<file path="src/rtl/dma_timing_ctrl.sv">
// Active-cycle timing controller for one 8237A-style DMA channel.
// Owns the current/base address and count registers, detects terminal count,
// performs autoinitialize reload and sequences SI/S0/S1/S2/S3/S4.
// Optional build macro COMPRESSED_TIMING_EN: S3 is dropped and block transfers
// skip S1 while the upper address byte is unchanged.
module dma_timing_ctrl #(
    parameter int unsigned ADDR_W = 16,
    parameter int unsigned CNT_W  = 16
) (
    input  logic              CLK,
    input  logic              RESET_N,
    input  logic              dreq,
    input  logic              hlda,
    input  logic              eop_in_n,
    input  logic [1:0]        xfer_type,
    input  logic              block_mode,
    input  logic              addr_dec,
    input  logic              autoinit,
    input  logic              base_load,
    input  logic [ADDR_W-1:0] base_addr,
    input  logic [CNT_W-1:0]  base_cnt,
    output logic              hrq,
    output logic              aen,
    output logic              adstb,
    output logic              ior,
    output logic              iow,
    output logic              memr,
    output logic              memw,
    output logic              eop,
    output logic [ADDR_W-1:0] addr_out,
    output logic              tc,
    output logic              busy
);

    typedef enum logic [2:0] {
        ST_SI = 3'd0,
        ST_S0 = 3'd1,
        ST_S1 = 3'd2,
        ST_S2 = 3'd3,
        ST_S3 = 3'd4,
        ST_S4 = 3'd5
    } state_t;

    state_t              state_q, state_d;
    logic [ADDR_W-1:0]   addr_q, addr_d;
    logic [CNT_W-1:0]    cnt_q, cnt_d;
    logic [ADDR_W-1:0]   base_addr_q, base_addr_d;
    logic [CNT_W-1:0]    base_cnt_q, base_cnt_d;
    logic                ext_q, ext_d;
    logic                hrq_q, hrq_d;
    logic                aen_q, aen_d;
    logic                adstb_q, adstb_d;
    logic                ior_q, ior_d;
    logic                iow_q, iow_d;
    logic                memr_q, memr_d;
    logic                memw_q, memw_d;
    logic                eop_q, eop_d;
    logic                tc_q, tc_d;
    logic                busy_q, busy_d;
    logic [ADDR_W-1:0]   addr_step;
    logic                is_wr;
    logic                is_rd;
`ifdef COMPRESSED_TIMING_EN
    logic                hi_chg_q, hi_chg_d;
`endif

    // Next state, register updates and registered output values
    always_comb begin
        state_d     = state_q;
        addr_d      = addr_q;
        cnt_d       = cnt_q;
        base_addr_d = base_addr_q;
        base_cnt_d  = base_cnt_q;
        ext_d       = ext_q;
`ifdef COMPRESSED_TIMING_EN
        hi_chg_d    = hi_chg_q;
`endif
        is_wr       = (xfer_type == 2'b01);
        is_rd       = (xfer_type == 2'b10);
        addr_step   = addr_dec ? (addr_q - ADDR_W'(1)) : (addr_q + ADDR_W'(1));

        // External EOP is only observed while a transfer is on the bus
        if (((state_q == ST_S1) || (state_q == ST_S2) || (state_q == ST_S3)) && !eop_in_n) begin
            ext_d = 1'b1;
        end

        case (state_q)
            ST_SI: begin
                if (base_load) begin
                    base_addr_d = base_addr;
                    base_cnt_d  = base_cnt;
                    addr_d      = base_addr;
                    cnt_d       = base_cnt;
                end
                if (dreq) begin
                    state_d = ST_S0;
                end
            end
            ST_S0: begin
                if (hlda) begin
                    state_d = ST_S1;
                end else if (!dreq) begin
                    state_d = ST_SI;
                end
            end
            ST_S1: state_d = ST_S2;
`ifdef COMPRESSED_TIMING_EN
            ST_S2: state_d = ST_S4;
`else
            ST_S2: state_d = ST_S3;
`endif
            ST_S3: state_d = ST_S4;
            ST_S4: begin
                if (tc_q || ext_q) begin
                    state_d = ST_SI;
                    if (autoinit) begin
                        addr_d = base_addr_q;
                        cnt_d  = base_cnt_q;
                    end
                end else if (!block_mode) begin
                    state_d = ST_SI;
                end else begin
`ifdef COMPRESSED_TIMING_EN
                    state_d = hi_chg_q ? ST_S1 : ST_S2;
`else
                    state_d = ST_S1;
`endif
                end
            end
            default: state_d = ST_SI;
        endcase

        // Counters step as the transfer enters S4
        if (state_d == ST_S4) begin
            addr_d = addr_step;
            cnt_d  = cnt_q - CNT_W'(1);
`ifdef COMPRESSED_TIMING_EN
            hi_chg_d = (addr_step[ADDR_W-1:8] != addr_q[ADDR_W-1:8]);
`endif
        end

        if (state_d == ST_SI) begin
            ext_d = 1'b0;
        end

        hrq_d   = (state_d != ST_SI);
        busy_d  = (state_d != ST_SI);
        aen_d   = (state_d == ST_S1) || (state_d == ST_S2) ||
                  (state_d == ST_S3) || (state_d == ST_S4);
        adstb_d = (state_d == ST_S1);
        ior_d   = 1'b1;
        iow_d   = 1'b1;
        memr_d  = 1'b1;
        memw_d  = 1'b1;
        if (state_d == ST_S2) begin
            ior_d  = !is_wr;
            memr_d = !is_rd;
`ifdef COMPRESSED_TIMING_EN
            iow_d  = !is_rd;
            memw_d = !is_wr;
`endif
        end
        if (state_d == ST_S3) begin
            ior_d  = !is_wr;
            memr_d = !is_rd;
            iow_d  = !is_rd;
            memw_d = !is_wr;
        end
        tc_d  = (state_d == ST_S4) && (cnt_q == '0);
        eop_d = !tc_d;
    end

    // State and output registers
    always_ff @(posedge CLK or negedge RESET_N) begin
        if (!RESET_N) begin
            state_q     <= ST_SI;
            addr_q      <= '0;
            cnt_q       <= '0;
            base_addr_q <= '0;
            base_cnt_q  <= '0;
            ext_q       <= 1'b0;
            hrq_q       <= 1'b0;
            aen_q       <= 1'b0;
            adstb_q     <= 1'b0;
            ior_q       <= 1'b1;
            iow_q       <= 1'b1;
            memr_q      <= 1'b1;
            memw_q      <= 1'b1;
            eop_q       <= 1'b1;
            tc_q        <= 1'b0;
            busy_q      <= 1'b0;
`ifdef COMPRESSED_TIMING_EN
            hi_chg_q    <= 1'b0;
`endif
        end else begin
            state_q     <= state_d;
            addr_q      <= addr_d;
            cnt_q       <= cnt_d;
            base_addr_q <= base_addr_d;
            base_cnt_q  <= base_cnt_d;
            ext_q       <= ext_d;
            hrq_q       <= hrq_d;
            aen_q       <= aen_d;
            adstb_q     <= adstb_d;
            ior_q       <= ior_d;
            iow_q       <= iow_d;
            memr_q      <= memr_d;
            memw_q      <= memw_d;
            eop_q       <= eop_d;
            tc_q        <= tc_d;
            busy_q      <= busy_d;
`ifdef COMPRESSED_TIMING_EN
            hi_chg_q    <= hi_chg_d;
`endif
        end
    end

    assign hrq      = hrq_q;
    assign aen      = aen_q;
    assign adstb    = adstb_q;
    assign ior      = ior_q;
    assign iow      = iow_q;
    assign memr     = memr_q;
    assign memw     = memw_q;
    assign eop      = eop_q;
    assign tc       = tc_q;
    assign busy     = busy_q;
    assign addr_out = addr_q;

endmodule

</file>
<file path="config.mk">
export PLATFORM = sky130hd
export DESIGN_NAME = dma_timing_ctrl
export DESIGN_NICKNAME = d
export VERILOG_FILES = /design/src/rtl/dma_timing_ctrl.sv
export SDC_FILE = /design/constraint.sdc
export NUM_CORES = 1
export LEC_CHECK = 0
export CELL_PAD_IN_SITES_DETAIL_PLACEMENT = 0
export CELL_PAD_IN_SITES_GLOBAL_PLACEMENT = 2
export CORE_AREA = 2 2 104 106
export DETAILED_ROUTE_END_ITERATION = 8
export DIE_AREA = 0 0 106 108
export DONT_BUFFER_PORTS = 1
export HOLD_SLACK_MARGIN = 0.08
export PLACE_DENSITY_LB_ADDON = 0.1
export SLEW_MARGIN = 20
export SYNTH_ARGS = -nofsm -noshare
export SYNTH_HDL_FRONTEND = slang
export SYNTH_SLANG_ARGS = --single-unit
</file>
<file path="constraint.sdc">
create_clock -name CLK -period 6.65 [get_ports CLK]
set_input_delay 1.33 -clock CLK [delete_from_list [all_inputs] [get_ports CLK]]
set_output_delay 1.33 -clock CLK [all_outputs]
set_load 0.01 [all_outputs]
</file>
# == Word level (Yosys, flattened, before mapping) ==
# Cells that the tools add are included.
# totals
reg_bits,77
input_bits,43
# op_classes
add_sub_neg,3
n_eq_ne,14
muxes,25
n_reduce_logical,20
# op_table
operator,n
$mux W16,9
$pmux W16 S2,2
$sub A16 B1 Y16 const B,2
$pmux W3 S6,1
$add A16 B1 Y16 const B,1
$logic_not A16 Y1,1
$eq A3 B2 Y1 const B,4
$eq A3 B3 Y1 const B,4
$mux W3,3
$ne A3 B3 Y1 const B,3
$mux W1,8
$logic_not A3 Y1,2
$logic_or A1 B1 Y1,6
$reduce_bool A3 Y1,2
$logic_not A1 Y1,4
$mux W2,2
$reduce_and A4 Y1,1
$eq A3 B1 Y1 const B,1
$eq A2 B1 Y1 const B,1
$eq A2 B2 Y1 const B,1
$logic_and A1 B1 Y1,2
$reduce_and A2 Y1,1
$reduce_bool A2 Y1,1

# == Depth between registers and ports, before layout ==
# Gate-level depths: netlist of the first run.
# depth
ltp_word,7
depth_mapped,9
depth_no_buf,9

# == Least setup slack after synthesis of the first run ==
# No wires, ideal clock.
# synth_path
path_type,in2reg
start,in addr_dec
end,"reg addr_q[14], in the netlist addr_out[14]"
setup_ns,0.129
arrival_ns,3.010
setup_slack_ns,3.511
path_stages,9
path_buffers,0
path_cell_list,inv_1 > fa_1 > nor2b_1 > nor3_1 > o21a_1 > o31ai_1 > a41o_1 > xnor2_1 > o21ai_1
# synth_between
elab_chain_len,2
# synth_rtl
element,line_no,source
start: declaration,17,"input logic addr_dec,"
$mux W16,80,addr_step = addr_dec ? (addr_q - ADDR_W'(1)) : (addr_q + ADDR_W'(1));
$mux W16,134,if (state_d == ST_S4) begin
end signal: assignment,197,addr_q <= addr_d;
end: declaration,45,"logic [ADDR_W-1:0] addr_q, addr_d;"
# Every way passes these cells.
# A chain may end at the register's enable or synchronous reset.

# == Worst setup path after layout of the first run ==
# layout_path
start,in base_load
end,reg cnt_q[4]
# layout_between
elab_chain_len,2
# layout_rtl
element,line_no,source
start: declaration,19,"input logic base_load,"
$ne A3 B3 Y1 (no source line),n/a,
$reduce_and A4 Y1 (no source line),n/a,
end signal: assignment,198,cnt_q <= cnt_d;
end: declaration,46,"logic [CNT_W-1:0] cnt_q, cnt_d;"
# Every way passes these cells.

==> impl_summary.log, run 1 <==
INFO  metric synth_largest_type_area_fraction = 41.8%
INFO  metric grt_use_total = 19.2%
INFO  metric timing.critical_path.required = 6.91 ns
INFO  metric timing.critical_path.from = base_load
INFO  metric path_class = input pin to flip-flop
INFO  metric placement.setup.worst_slack = roughly 2.9 ns
INFO  metric worst_ir_drop_on_vdd = 0.162 mV
INFO  metric synth_sequential_area_ratio = 44.8%
INFO  metric floorplan.die.height = 108 um
INFO  metric finalCriticalPeriod = 3.36 ns
INFO  metric maxClockFrequency = about 300 MHz
INFO  metric num_io_pins = 69
INFO  metric outcome = completed
INFO  metric cts.clk_slew.worst_paths = 0.08 ns
INFO  metric rows = 37
INFO  metric power-per-cell-area = 481 nW/um2
INFO  metric drtPass1Iterations = 6
INFO  metric source_to_sink_clock_delay_at_the_later_pin_of_the_worst_skew_pair = 0.35 ns
INFO  metric m1WireLength = between 4 and 5 mm
INFO  metric post_synth_fa_ha_maj_area_fraction = 5.10%
INFO  metric worst_r2r_startpoint = state_q[0]$_DFF_PN0_
INFO  metric initial_antenna_violation_count = 0
INFO  metric gate_count_of_the_mapped_netlist = 440
INFO  metric setup_repair_after_global_routing_missed_its_margin = no
INFO  metric drt_iter0_markers = 157
INFO  metric yosysUniqueCellTypes = 56
INFO  metric wl_per_cell = between 15 and 20 um
INFO  metric skew = between 0.01 and 0.015 ns
INFO  metric design.core.area = between 10,000 and 15,000 um2
INFO  metric via_count = 3,246
INFO  metric postCtsSetupBuffers = 0
INFO  metric synth.most_common_cell = sky130_fd_sc_hd__dfrtp_1
INFO  metric compound_cell_area_share_of_the_yosys_netlist = around 15%
INFO  metric antenna_cells_inserted = 0
INFO  metric synth_top_cells_by_area = sky130_fd_sc_hd__dfrtp_1, sky130_fd_sc_hd__mux2_2, sky130_fd_sc_hd__nand2_1
INFO  metric worst_setup_path_end_kind = flip-flop
INFO  metric globalplace.congestion = between 0.8 and 0.9
INFO  metric ys_top_cells_by_count = sky130_fd_sc_hd__dfrtp_1, sky130_fd_sc_hd__nand2_1, sky130_fd_sc_hd__mux2_2, sky130_fd_sc_hd__nand3_1, sky130_fd_sc_hd__a21oi_1
INFO  metric initial_core_util = 42.2%
INFO  metric synth-edff-count = 0
INFO  metric hold_violations = 0
INFO  metric synthArstFlopShare = 100%
INFO  metric ctsHoldBuffers = 0
INFO  metric tritoncts.num_buffers = 9
INFO  metric synth_top_flop_cell = sky130_fd_sc_hd__dfrtp_1
INFO  metric hp-class = flip-flop to flip-flop
INFO  metric drive_above_1_share = 15.6%
INFO  metric synth.yosys.warnings = 0
INFO  metric synth.avg_cell_area = 9.80 um2
INFO  metric worstHoldStart = cnt_q[0]$_DFFE_PN0P_
INFO  metric cts-root-buf = sky130_fd_sc_hd__clkbuf_8
INFO  metric timing.hold.worst_path_depth = 1
INFO  metric slowest_cell_delay_on_critical_path = between 0.7 and 0.8 ns
INFO  metric numClockSinks = 77
INFO  metric stages_on_the_worst_setup_path = 6
INFO  metric port_buffers = 0
INFO  metric critical_path.endpoint = cnt_q[4]$_DFFE_PN0P_
INFO  metric detail_route.wirelength = about 10 mm
INFO  metric vias_per_cell = 5.68
INFO  metric synth_simple_gate_area_share = between 15 and 20%
INFO  metric dpl.hpwl = 6.70 mm
INFO  metric synth_top_family_by_area = simple AND/OR/NAND/NOR gates
INFO  metric critPathArrivalTime = 3.62 ns
INFO  metric timing.max_cap.violations = 0
INFO  metric p_leak = 1.92 nW
INFO  metric fillCellCount = 1,016
INFO  metric syn-num-nets = 500
INFO  metric reg2reg_slack = 3.52 ns
INFO  metric overflow = 0
INFO  metric first_global_vias = 3,365
INFO  metric max_slew.worst_pin.slew = about 0.93 ns
INFO  metric cts-root-to-sink-buffers = 2
INFO  metric slew_violations = 0
INFO  metric critical_path.cell_chain = nor4b_4, buf_4, nand2b_2, nor2_1, a211o_1, a32oi_1
INFO  metric ff2ff_path_depth = 7
INFO  metric clock_tree_from_tritoncts = built
INFO  metric multiplexer_fraction_of_the_synthesized_cell_area = about a tenth
INFO  metric timing.final.ws_setup = about 3.3 ns
INFO  metric crit_family = simple AND/OR/NAND/NOR gates
INFO  metric die-width = 106 um
INFO  metric yosys.area_share.xor_xnor = 3.05%
INFO  metric post-route-period-util = about half
INFO  metric synth_top_area_cell = sky130_fd_sc_hd__dfrtp_1
INFO  metric grt_pass1_wl = 17.2 mm
INFO  metric die_area = 11,400 um2
INFO  metric drc_errors = 0
INFO  metric slew_headroom = ~38%
INFO  metric route.met3.wl = 445 um
INFO  metric topRoutingLayerUsed = met4
INFO  metric path_max_fanout = 41
INFO  metric area_growth_syn_to_layout = 7.63%
INFO  metric synth_area = 4310 um2
INFO  metric ys_seq_elements = a little under 80
INFO  metric cell_with_the_largest_stage_delay_on_the_worst_path = sky130_fd_sc_hd__nand2b_2
INFO  metric totalNegativeSetupSlack = 0 ns
INFO  metric clock_tree.htree_level_count = 3
INFO  metric worstPathBufferInverterCount = 1
INFO  metric finalSetupViolations = 0
INFO  metric cts.repair.resized = 0
INFO  metric dr_wl_met2 = approximately 4.8 mm
INFO  metric setup.worst_path.start_class = input pin
INFO  metric layout.nets = between 400 and 500
INFO  metric pin_count_of_the_biggest_net_entering_global_routing = 78
INFO  metric critical_path.reg2reg.endpoint = cnt_q[4]$_DFFE_PN0P_
INFO  metric antenna_violating_nets_post_route = 0
-- sequential cells by signal, indices dropped and copies added (netlist names) --
register and count:
base_cnt_q 16, eop 1, ior 1, iow 1
busy 1, adstb 1, memw 1, memr 1
tc 1, addr_out 16, aen 1, cnt_q 16
base_addr_q 16, ext_q 1, state_q 3
-- kinds of logic (layout without fill, tap and decap cells) --
family	Yosys count	count (layout)
XOR/XNOR	15	15
buffers and inverters	32	27
flip-flops	77	77
multiplexers	41	41
AO/OA/AOI/OAI	101	101
adder cells (fa/ha/maj)	17	17
AND/OR/NAND/NOR	157	157
-- power by group --
group          leakage (nW)  switching, mW  internal, mW
sequential            0.897          0.220         0.690
combinational         0.906          0.454         0.429
clock                 0.120          0.189         0.251
total                  1.92          0.863          1.37
-- worst min-delay path by stage --
stage	end	slack (ns)
finish	cnt_q[0]$_DFFE_PN0P_	0.50
global route	ext_q$_DFFE_PN0P_	0.51
CTS	cnt_q[0]$_DFFE_PN0P_	0.50
detailed placement	ext_q$_DFFE_PN0P_	0.48
global placement	ext_q$_DFFE_PN0P_	0.48
floorplan	cnt_q[0]$_DFFE_PN0P_	0.45
-- worst register-to-register path: stages, from the launching register on --
cell and delay [ns]:
sky130_fd_sc_hd__dfrtp_1 0.60, sky130_fd_sc_hd__and3b_1 0.21, sky130_fd_sc_hd__buf_4 0.39, sky130_fd_sc_hd__nand3b_1 0.28, sky130_fd_sc_hd__nand2b_2 0.69, sky130_fd_sc_hd__nor2_1 0.37, sky130_fd_sc_hd__a211o_1 0.36, sky130_fd_sc_hd__a32oi_1 0.15
-- per-stage QoR --
step	cell area, um2	power (mW)	utilization, %	std cells	hold slack, ns
after floorplan	4310	1.62	-	440	0.448
after global placement	4400	1.79	43.0	555	0.477
after detailed placement	4400	1.81	43.0	555	0.480
after CTS	4640	2.26	45.4	571	0.498
after global routing	4640	2.43	45.4	571	0.515
final	4640	2.23	45.4	571	0.496
-- cell usage in the layout, fill, tap and decap left out, types with 4 or more instances in the layout --
cell	netlist	final
sky130_fd_sc_hd__dfrtp_1	72	72
sky130_fd_sc_hd__nand2_1	71	71
sky130_fd_sc_hd__mux2_2	35	35
sky130_fd_sc_hd__nand3_1	26	26
sky130_fd_sc_hd__a21oi_1	25	25
sky130_fd_sc_hd__o21ai_0	19	19
sky130_fd_sc_hd__nor2_1	18	18
sky130_fd_sc_hd__ha_1	16	16
sky130_fd_sc_hd__o211ai_1	12	12
sky130_fd_sc_hd__nor3_1	11	11
sky130_fd_sc_hd__clkbuf_8	0	9
sky130_fd_sc_hd__inv_1	8	8
sky130_fd_sc_hd__a31oi_1	8	8
sky130_fd_sc_hd__xnor2_1	8	8
sky130_fd_sc_hd__nor2b_1	7	7
sky130_fd_sc_hd__xor2_1	7	7
sky130_fd_sc_hd__mux2i_1	6	6
sky130_fd_sc_hd__a21o_1	6	6
sky130_fd_sc_hd__a221o_1	5	5
sky130_fd_sc_hd__dfstp_2	5	5
sky130_fd_sc_hd__o21a_1	4	4
-- area by class of cell --
type                            count  area [um2]  share of cell area (%)
Multi-Input combinational cell    331        2240                    48.2
Clock buffer                        9         124                    2.67
Inverter                            8        30.0                   0.647
Tap cell                          136         170                    3.66
Sequential cell                    77        1930                    41.6
Timing Repair Buffer                3        22.5                   0.485
Clock inverter                      7         124                    2.67
-- per-layer routing --
layer / up-vias / global-route usage (%)
li1: 1571 / -
met1: 1595 / 25.4
met2: 69 / 30.8
met3: 11 / 5.00
met4: 0 / 6.11
met5: - / 0
Note: power is estimated with default switching activity, not from simulation.
==> run 2: changes to the inputs <==
Settings changed: ABC_AREA set to 1, CORE_AREA 2 2 104 106 to 2 2 122 124, DIE_AREA 0 0 106 108 to 0 0 124 126.
Clock period 6.65 ns to 2.9 ns, I/O delays scaled along.
==> run 2 against run 1 <==
Synthesized cell count grew 47%. Sequential power increased by 120%. Final cell count grew 46%. Critical path type is now flip-flop to flip-flop. Flip-flop and latch count unchanged. Critical path depth up 3. Total power rose to 2.7 times the previous value. Register-to-register slack got worse by 2.8 ns. Via count up 23%. Combinational power rose to 3.2 times the previous value. Highest routed layer unchanged. Clock power increased to 2.8 times the previous value. Core utilization down 9.1 points. Worst hold slack got worse by 0.39 ns.
==> impl_summary.log, run 2 <==
INFO  metric design.core.area = 14,300 um2 (was 10,200 um2)
INFO  metric initial_antenna_violation_count = 0 (unchanged)
INFO  metric source_to_sink_clock_delay_at_the_later_pin_of_the_worst_skew_pair = 0.34 ns (was 0.35 ns)
INFO  metric timing.critical_path.required = 3.12 ns (was 6.91 ns)
INFO  metric layout.nets = 702 (was 490)
INFO  metric detail_route.wirelength = 13.1 mm (was 10.2 mm)
INFO  metric ys_top_cells_by_count = sky130_fd_sc_hd__nand2_1, sky130_fd_sc_hd__inv_1, sky130_fd_sc_hd__o21ai_0, sky130_fd_sc_hd__dfrtp_1, sky130_fd_sc_hd__nor2_1 (was sky130_fd_sc_hd__dfrtp_1, sky130_fd_sc_hd__nand2_1, sky130_fd_sc_hd__mux2_2, sky130_fd_sc_hd__nand3_1, sky130_fd_sc_hd__a21oi_1)
INFO  metric worst_r2r_startpoint = state_q[0]$_DFF_PN0_ (unchanged)
INFO  metric grt_pass1_wl = 21.1 mm (was 17.2 mm)
INFO  metric cts-root-buf = sky130_fd_sc_hd__clkbuf_16 (was sky130_fd_sc_hd__clkbuf_8)
INFO  metric overflow = 0 (unchanged)
INFO  metric synth_largest_type_area_fraction = 38.7% (was 41.8%)
INFO  metric ys_seq_elements = 77 (unchanged)
INFO  metric synth.most_common_cell = sky130_fd_sc_hd__nand2_1 (was sky130_fd_sc_hd__dfrtp_1)
INFO  metric max_slew.worst_pin.slew = 0.613 ns (was 0.932 ns)
INFO  metric syn-num-nets = 707 (was 500)
INFO  metric power-per-cell-area = 1180 nW/um2 (was 481 nW/um2)
INFO  metric critical_path.cell_chain = nor2_1, nand2_1, nor2_1, nand3b_4, nand2_4, inv_2, nand2_1, nand2_1, nor2_1 (was nor4b_4, buf_4, nand2b_2, nor2_1, a211o_1, a32oi_1)
INFO  metric path_max_fanout = 27 (was 41)
INFO  metric rows = 44 (was 37)
INFO  metric wl_per_cell = 15.8 um (was 17.8 um)
INFO  metric antenna_violating_nets_post_route = 0 (unchanged)
INFO  metric drc_errors = 0 (unchanged)
INFO  metric synth_top_flop_cell = sky130_fd_sc_hd__dfrtp_1 (unchanged)
INFO  metric antenna_cells_inserted = 0 (unchanged)
INFO  metric finish.cell_count_without_fillers = 831 (was 571)
INFO  metric initial_core_util = 32.6% (was 42.2%)
INFO  metric p_leak = 2.59 nW (was 1.92 nW)
INFO  metric die-width = 124 um (was 106 um)
INFO  metric outcome = completed (unchanged)
INFO  metric finalCriticalPeriod = about 2.1 ns
INFO  metric timing.max_cap.violations = 0 (unchanged)
INFO  metric cell_with_the_largest_stage_delay_on_the_worst_path = sky130_fd_sc_hd__dfrtp_1 (was sky130_fd_sc_hd__nand2b_2)
INFO  metric synth.yosys.warnings = 0 (unchanged)
INFO  metric port_buffers = 0 (unchanged)
INFO  metric finalSetupViolations = 0 (unchanged)
INFO  metric cts.clk_slew.worst_paths = 0.06 ns (was 0.08 ns)
INFO  metric post-route-period-util = 74.1%
INFO  metric setup_repair_after_global_routing_missed_its_margin = no (unchanged)
INFO  metric globalplace.congestion = 0.805 (was 0.843)
INFO  metric num_io_pins = 69 (unchanged)
INFO  metric hold_violations = 0 (unchanged)
INFO  metric commonest_non_fill_non_tap_cell_in_the_layout = sky130_fd_sc_hd__nand2_1 (was sky130_fd_sc_hd__dfrtp_1)
INFO  metric worst_setup_path_end_kind = flip-flop (unchanged)
INFO  metric floorplan.die.height = 126 um (was 108 um)
INFO  metric cts-root-to-sink-buffers = 2 (unchanged)
INFO  metric synth_top_cells_by_area = sky130_fd_sc_hd__dfrtp_1, sky130_fd_sc_hd__nand2_1, sky130_fd_sc_hd__o21ai_0 (was sky130_fd_sc_hd__dfrtp_1, sky130_fd_sc_hd__mux2_2, sky130_fd_sc_hd__nand2_1)
INFO  metric numClockSinks = 77 (unchanged)
INFO  metric reg2reg_slack = 0.75 ns (was 3.52 ns)
INFO  metric drtPass1Iterations = 4 (was 6)
INFO  metric first_global_vias = 3,974 (was 3,365)
INFO  metric synthArstFlopShare = 100% (unchanged)
INFO  metric slew_headroom = 59.1% (was 37.7%)
INFO  metric clock_tree_from_tritoncts = built (unchanged)
INFO  metric gate_count_of_the_mapped_netlist = 647 (was 440)
INFO  metric hp-class = input pin to async pin (was flip-flop to flip-flop)
INFO  metric path_class = flip-flop to flip-flop (was input pin to flip-flop)
INFO  metric yosysUniqueCellTypes = 36 (was 56)
INFO  metric drt_iter0_markers = 205 (was 157)
INFO  metric clock_tree.htree_level_count = 3 (unchanged)
INFO  metric worst_ir_drop_on_vdd = 0.493 mV (was 0.162 mV)
INFO  metric dpl.hpwl = 9.40 mm (was 6.70 mm)
INFO  metric synth_area = 4660 um2 (was 4310 um2)
INFO  metric die_area = 15,600 um2 (was 11,400 um2)
INFO  metric maxClockFrequency = between 400 and 500 MHz
INFO  metric tritoncts.num_buffers = 9 (unchanged)
INFO  metric skew = 0.00744 ns (was 0.0105 ns)
INFO  metric area_growth_syn_to_layout = 11.4% (was 7.63%)
INFO  metric via_count = 3,990 (was 3,246)
INFO  metric synth-edff-count = 0 (unchanged)
INFO  metric most-common-layout-cells = sky130_fd_sc_hd__nand2_1, sky130_fd_sc_hd__inv_1, sky130_fd_sc_hd__o21ai_0 (was sky130_fd_sc_hd__dfrtp_1, sky130_fd_sc_hd__nand2_1, sky130_fd_sc_hd__mux2_2)
INFO  metric drive_above_1_share = 5.87% (was 15.6%)
INFO  metric grt_use_total = 17.9% (was 19.2%)
INFO  metric numPlacedInstances = 813 (was 555)
INFO  metric synth_sequential_area_ratio = 41.5% (was 44.8%)
INFO  metric critPathArrivalTime = 2.37 ns (was 3.62 ns)
INFO  metric synth.avg_cell_area = 7.20 um2 (was 9.80 um2)
INFO  metric totalNegativeSetupSlack = 0 ns (unchanged)
INFO  metric setup.worst_path.start_class = flip-flop (was input pin)
INFO  metric vias_per_cell = 4.80 (was 5.68)
INFO  metric pin_count_of_the_biggest_net_entering_global_routing = 77 (was 78)
INFO  metric synth_top_area_cell = sky130_fd_sc_hd__dfrtp_1 (unchanged)
INFO  metric slew_violations = 0 (unchanged)
INFO  metric timing.critical_path.from = state_q[0]$_DFF_PN0_ (was base_load)
INFO  metric slowest_cell_delay_on_critical_path = 0.44 ns (was 0.79 ns)
==> run 2: cell types whose count changed after synthesis, moves of 6 or more <==
cell                      delta
sky130_fd_sc_hd__nand2_1   +119
sky130_fd_sc_hd__inv_1      +86
sky130_fd_sc_hd__o21ai_0    +60
sky130_fd_sc_hd__mux2_2     -35
sky130_fd_sc_hd__nor2_1     +30
sky130_fd_sc_hd__nand3_1    +10
sky130_fd_sc_hd__buf_2       -8
sky130_fd_sc_hd__a31oi_1     -7
sky130_fd_sc_hd__nor2b_1     -7
sky130_fd_sc_hd__a21o_1      -6
sky130_fd_sc_hd__a21oi_1     -6
sky130_fd_sc_hd__mux2i_1     -6
==> run 2: metrics by stage <==
stage | area (um2) | util [%] | setup slack (ns) | hold WS, ns | power, mW
2_1_floorplan | 4660 | - | 1.03 | 0.284 | 4.16
3_3_place_gp | 4820 | 33.7 | 0.818 | 0.287 | 4.86
3_5_place_dp | 4820 | 33.7 | 0.766 | 0.286 | 4.90
4_1_cts | 5180 | 36.2 | 0.748 | 0.147 | 6.20
5_1_grt | 5190 | 36.3 | 0.492 | 0.167 | 6.70
6_report | 5190 | 36.3 | 0.751 | 0.108 | 6.11
==> run 2: timing repair <==
item,4_1_cts,5_1_grt
resized for setup,0,0
hold buffers,2,0
endpoints found under the hold margin,76,0
buffers inserted,0,0
==> run 2: cell families (layout without fill, tap and decap cells) <==
logic type               Yosys count  count (layout)  share of synthesized area (%)
buffers and inverters            119             119                           9.99
AND/OR/NAND/NOR                  297             297                           26.7
AO/OA/AOI/OAI                    123             123                           14.5
flip-flops                        77              77                           41.5
XOR/XNOR                          14              14                           2.63
adder cells (fa/ha/maj)           17              17                           4.73
==> run 2: area by class of cell <==
class	count	area [um2]
clock buffer	10	239
timing repair buffer	5	60.1
sequential	77	1930
fill	1558	9120
clock inverter	6	86.3
tap	184	230
inverter	98	368
multi-input combinational	451	2270
==> run 2: power breakdown <==
| part | switching, mW | total (mW) | internal [mW] |
|---|---|---|---|
| combinational | 1.89 | 2.84 | 0.947 |
| sequential | 0.436 | 2.03 | 1.59 |
| clock | 0.467 | 1.24 | 0.776 |
| total | 2.79 | 6.11 | 3.31 |
==> run 2: worst paths after layout <==
path	endpoint	depth (start not counted)
worst min-delay path	addr_out[12]$_DFFE_PN0P_	1
worst min register to register	base_addr_q[8]$_DFFE_PN0P_	2
max in group asynchronous	eop$_DFF_PN1_	1
min in group CLK	memw$_DFF_PN1_	2
worst max-delay path	cnt_q[15]$_DFFE_PN0P_	9
worst max register to register	cnt_q[15]$_DFFE_PN0P_	9
==> run 2: worst max-delay path, delay by kind of cell (launching register included) <==
family	cells	cell delay, ns
buffers and inverters	1	0.35
flip-flops	1	0.44
AND/OR/NAND/NOR	8	1.23
==> run 2: routing by layer <==
layer	share of wire (%)	track usage (%)	up-vias
met4	1.6	5.95	0
met3	5.2	3.94	15
li1	-	-	2061
met2	42	26.5	80
met1	51	25.8	1834
met5	0	0	-
==> run 3: changes to the inputs <==
Clock period 2.9 ns to 1.7 ns, I/O delays scaled along.
==> run 3 against run 2 <==
The flow now finishes with violations (negative hold slack). Die area stayed put. Worst setup slack worse by 0.70 ns. Clock skew is 0.0011 ns lower. First-iteration DRC count is 4.9% higher. Via count is 6.8% higher. Sequential share of layout area is 5.4 points lower. Total power is 110% higher. Flip-flop and latch count stayed put. Fmax is 30% higher. Global-route usage is 0.34 points higher. Critical endpoint is now addr_out[5]$_DFFE_PN0P_.
==> impl_summary.log, run 3 (same netlist as run 2, synthesis figures left out) <==
INFO  metric initial_core_util = 32.6% (unchanged)
INFO  metric tritoncts.num_buffers = 9 (unchanged)
INFO  metric grt_use_total = 18.2% (was 17.9%)
INFO  metric drt_iter0_markers = 215 (was 205)
INFO  metric hp-class = input pin to async pin (unchanged)
INFO  metric grt_pass1_wl = 21.5 mm (was 21.1 mm)
INFO  metric port_buffers = 0 (unchanged)
INFO  metric critical_path.endpoint = addr_out[5]$_DFFE_PN0P_ (was cnt_q[15]$_DFFE_PN0P_)
INFO  metric slew_headroom = 65.9% (was 59.1%)
INFO  metric drive_above_1_share = 22.1% (was 5.87%)
INFO  metric critPathArrivalTime = 1.91 ns (was 2.37 ns)
INFO  metric finish.cell_count_without_fillers = 899 (was 831)
INFO  metric cts.clk_slew.worst_paths = 0.06 ns (about the same)
INFO  metric antenna_cells_inserted = 0 (unchanged)
INFO  metric maxClockFrequency = 605 MHz (was 465 MHz)
INFO  metric postPlaceCellArea = 5340 um2 (was 4820 um2)
INFO  metric skew = 0.00633 ns (was 0.00744 ns)
INFO  metric outcome = finished, violations left (was completed)
INFO  metric setup_repair_after_global_routing_missed_its_margin = yes (was no)
INFO  metric max_slew.worst_pin.slew = 0.506 ns (was 0.613 ns)
INFO  metric placement.setup.worst_slack = -0.0505 ns (was 0.766 ns)
INFO  metric via_count = 4,260 (was 3,990)
INFO  metric path_class = flip-flop to flip-flop (unchanged)
INFO  metric report.power.total = 12.7 mW (was 6.11 mW)
INFO  metric vias_per_cell = 4.74 (was 4.80)
INFO  metric finalCriticalPeriod = 1.65 ns (was 2.15 ns)
INFO  metric timing.critical_path.required = 1.96 ns (was 3.12 ns)
INFO  metric post-route-period-util = 97.2% (was 74.1%)
INFO  metric floorplan.die.height = 126 um (unchanged)
INFO  metric timing.critical_path.from = state_q[1]$_DFF_PN0_ (was state_q[0]$_DFF_PN0_)
INFO  metric numPlacedInstances = 871 (was 813)
INFO  metric wl_per_cell = 15.6 um (was 15.8 um)
INFO  metric antenna_violating_nets_post_route = 0 (unchanged)
INFO  metric gr-usage-met3 = 4.57% (was 3.94%)
INFO  metric failing_checks = negative hold slack
INFO  metric critical_path.reg2reg.endpoint = addr_out[5]$_DFFE_PN0P_ (was cnt_q[15]$_DFFE_PN0P_)
INFO  metric worst_setup_path_end_kind = flip-flop (unchanged)
INFO  metric first_global_vias = 4,142 (was 3,974)
INFO  metric fin_area = 6070 um2 (was 5190 um2)
INFO  metric timing.final.ws_setup = 0.0478 ns (was 0.751 ns)
INFO  metric timing.hold.ws = -0.308 ns (was 0.108 ns)
INFO  metric die_area = 15,600 um2 (unchanged)
INFO  metric drtPass1Iterations = 4 (unchanged)
INFO  metric grt.met2_usage = 26.6% (was 26.5%)
INFO  metric cts-root-to-sink-buffers = 2 (unchanged)
INFO  metric slew_violations = 0 (unchanged)
INFO  metric globalplace.congestion = 0.894 (was 0.805)
INFO  metric most_utilized_layer_in_the_global_route_result = met1 (was met2)
INFO  metric power-per-cell-area = 2100 nW/um2 (was 1180 nW/um2)
INFO  metric timing.max_cap.violations = 0 (unchanged)
INFO  metric detail_route.wirelength = 14.0 mm (was 13.1 mm)
INFO  metric most-common-layout-cells = sky130_fd_sc_hd__nand2_1, sky130_fd_sc_hd__inv_1, sky130_fd_sc_hd__o21ai_0 (unchanged)
INFO  metric layout.nets = 770 (was 702)
INFO  metric rows = 44 (unchanged)
INFO  metric totalNegativeSetupSlack = 0 ns (unchanged)
INFO  metric hold_violations = 77 (was 0)
INFO  metric drc_errors = 0 (unchanged)
INFO  metric clock_tree.htree_level_count = 3 (unchanged)
INFO  metric path_max_fanout = 7 (was 27)
INFO  metric reg2reg_slack = 0.05 ns (was 0.75 ns)
INFO  metric design.core.area = 14,300 um2 (unchanged)
INFO  metric postLayoutCoreUtil = 42.4% (was 36.3%)
INFO  metric area_growth_syn_to_layout = 30.2% (was 11.4%)
INFO  metric ff2ff_path_depth = 9 (unchanged)
INFO  metric die-width = 124 um (unchanged)
INFO  metric overflow = 0 (unchanged)
INFO  metric commonest_non_fill_non_tap_cell_in_the_layout = sky130_fd_sc_hd__nand2_1 (unchanged)
INFO  metric p_leak = 2.99 nW (was 2.59 nW)
INFO  metric setup.worst_path.start_class = flip-flop (unchanged)
INFO  metric grt_util_met1 = 26.9% (was 25.8%)
INFO  metric clock_tree_from_tritoncts = built (unchanged)
INFO  metric worst_r2r_startpoint = state_q[1]$_DFF_PN0_ (was state_q[0]$_DFF_PN0_)
INFO  metric num_io_pins = 69 (unchanged)
INFO  metric pin_count_of_the_biggest_net_entering_global_routing = 78 (was 77)
INFO  metric dpl.hpwl = 10.2 mm (was 9.40 mm)
INFO  metric initial_antenna_violation_count = 0 (unchanged)
INFO  metric source_to_sink_clock_delay_at_the_later_pin_of_the_worst_skew_pair = 0.34 ns (about the same)
INFO  metric numClockSinks = 77 (unchanged)
INFO  metric cts-root-buf = sky130_fd_sc_hd__clkbuf_16 (unchanged)
INFO  metric worst_ir_drop_on_vdd = 0.954 mV (was 0.493 mV)
INFO  metric finalSetupViolations = 0 (unchanged)
[run 3: changes by cell type in the layout (fill, tap and decap cells not counted), moves of 7 or more]
cell,change
sky130_fd_sc_hd__nand2_2,+13
sky130_fd_sc_hd__nand2_1,-15
sky130_fd_sc_hd__inv_1,-7
sky130_fd_sc_hd__ha_4,+10
sky130_fd_sc_hd__buf_4,+59
sky130_fd_sc_hd__nand3_2,+7
sky130_fd_sc_hd__ha_1,-10
[run 3: how the worst min path moves through the flow]
stage	startpoint	end	slack, ns
final	RESET_N	addr_out[8]$_DFFE_PN0P_	-0.31
after global routing	RESET_N	base_cnt_q[13]$_DFFE_PN0P_	-0.33
after CTS	RESET_N	cnt_q[13]$_DFFE_PN0P_	-0.32
after detailed placement	RESET_N	addr_out[8]$_DFFE_PN0P_	0.05
after global placement	RESET_N	addr_out[8]$_DFFE_PN0P_	0.05
after floorplan	RESET_N	addr_out[0]$_DFFE_PN0P_	0.04
[run 3: cell type report]
| type | count | area (um2) |
|---|---|---|
| tap | 184 | 230 |
| multi-input combinational | 451 | 2530 |
| clock inverter | 6 | 93.8 |
| clock buffer | 10 | 229 |
| inverter | 98 | 373 |
| fill | 1497 | 8250 |
| sequential | 77 | 1930 |
| timing repair buffer | 73 | 677 |
[run 3: power by group]
part | total [mW] | switching (mW) | internal (mW)
Sequential | 3.31 | 0.598 | 2.72
Combinational | 7.30 | 4.03 | 3.26
Clock | 2.14 | 0.836 | 1.30
Total | 12.7 | 5.47 | 7.28
[run 3: what timing repair did]
item                       4_1_cts  5_1_grt
gates resized for setup          5       64
gates cloned                     0        2
pin swaps                        0       17
hold endpoints to repair        77       77
setup endpoints to repair        2       30
setup buffers                    0       10
[run 3: routing by layer]
metal	share of wire (%)	wire length [um]
met5	0	0
met4	1.3	180
met3	4.6	638
met2	44	6110
met1	51	7080
[run 3: critical path: stages (launching register included)]
cell	delay [ns]
sky130_fd_sc_hd__dfrtp_1	0.41
sky130_fd_sc_hd__inv_2	0.09
sky130_fd_sc_hd__nand2_4	0.06
sky130_fd_sc_hd__nor2_8	0.13
sky130_fd_sc_hd__inv_4	0.06
sky130_fd_sc_hd__nand2_2	0.07
sky130_fd_sc_hd__nand3b_4	0.15
sky130_fd_sc_hd__inv_1	0.28
sky130_fd_sc_hd__o211ai_1	0.20
sky130_fd_sc_hd__o211ai_1	0.12
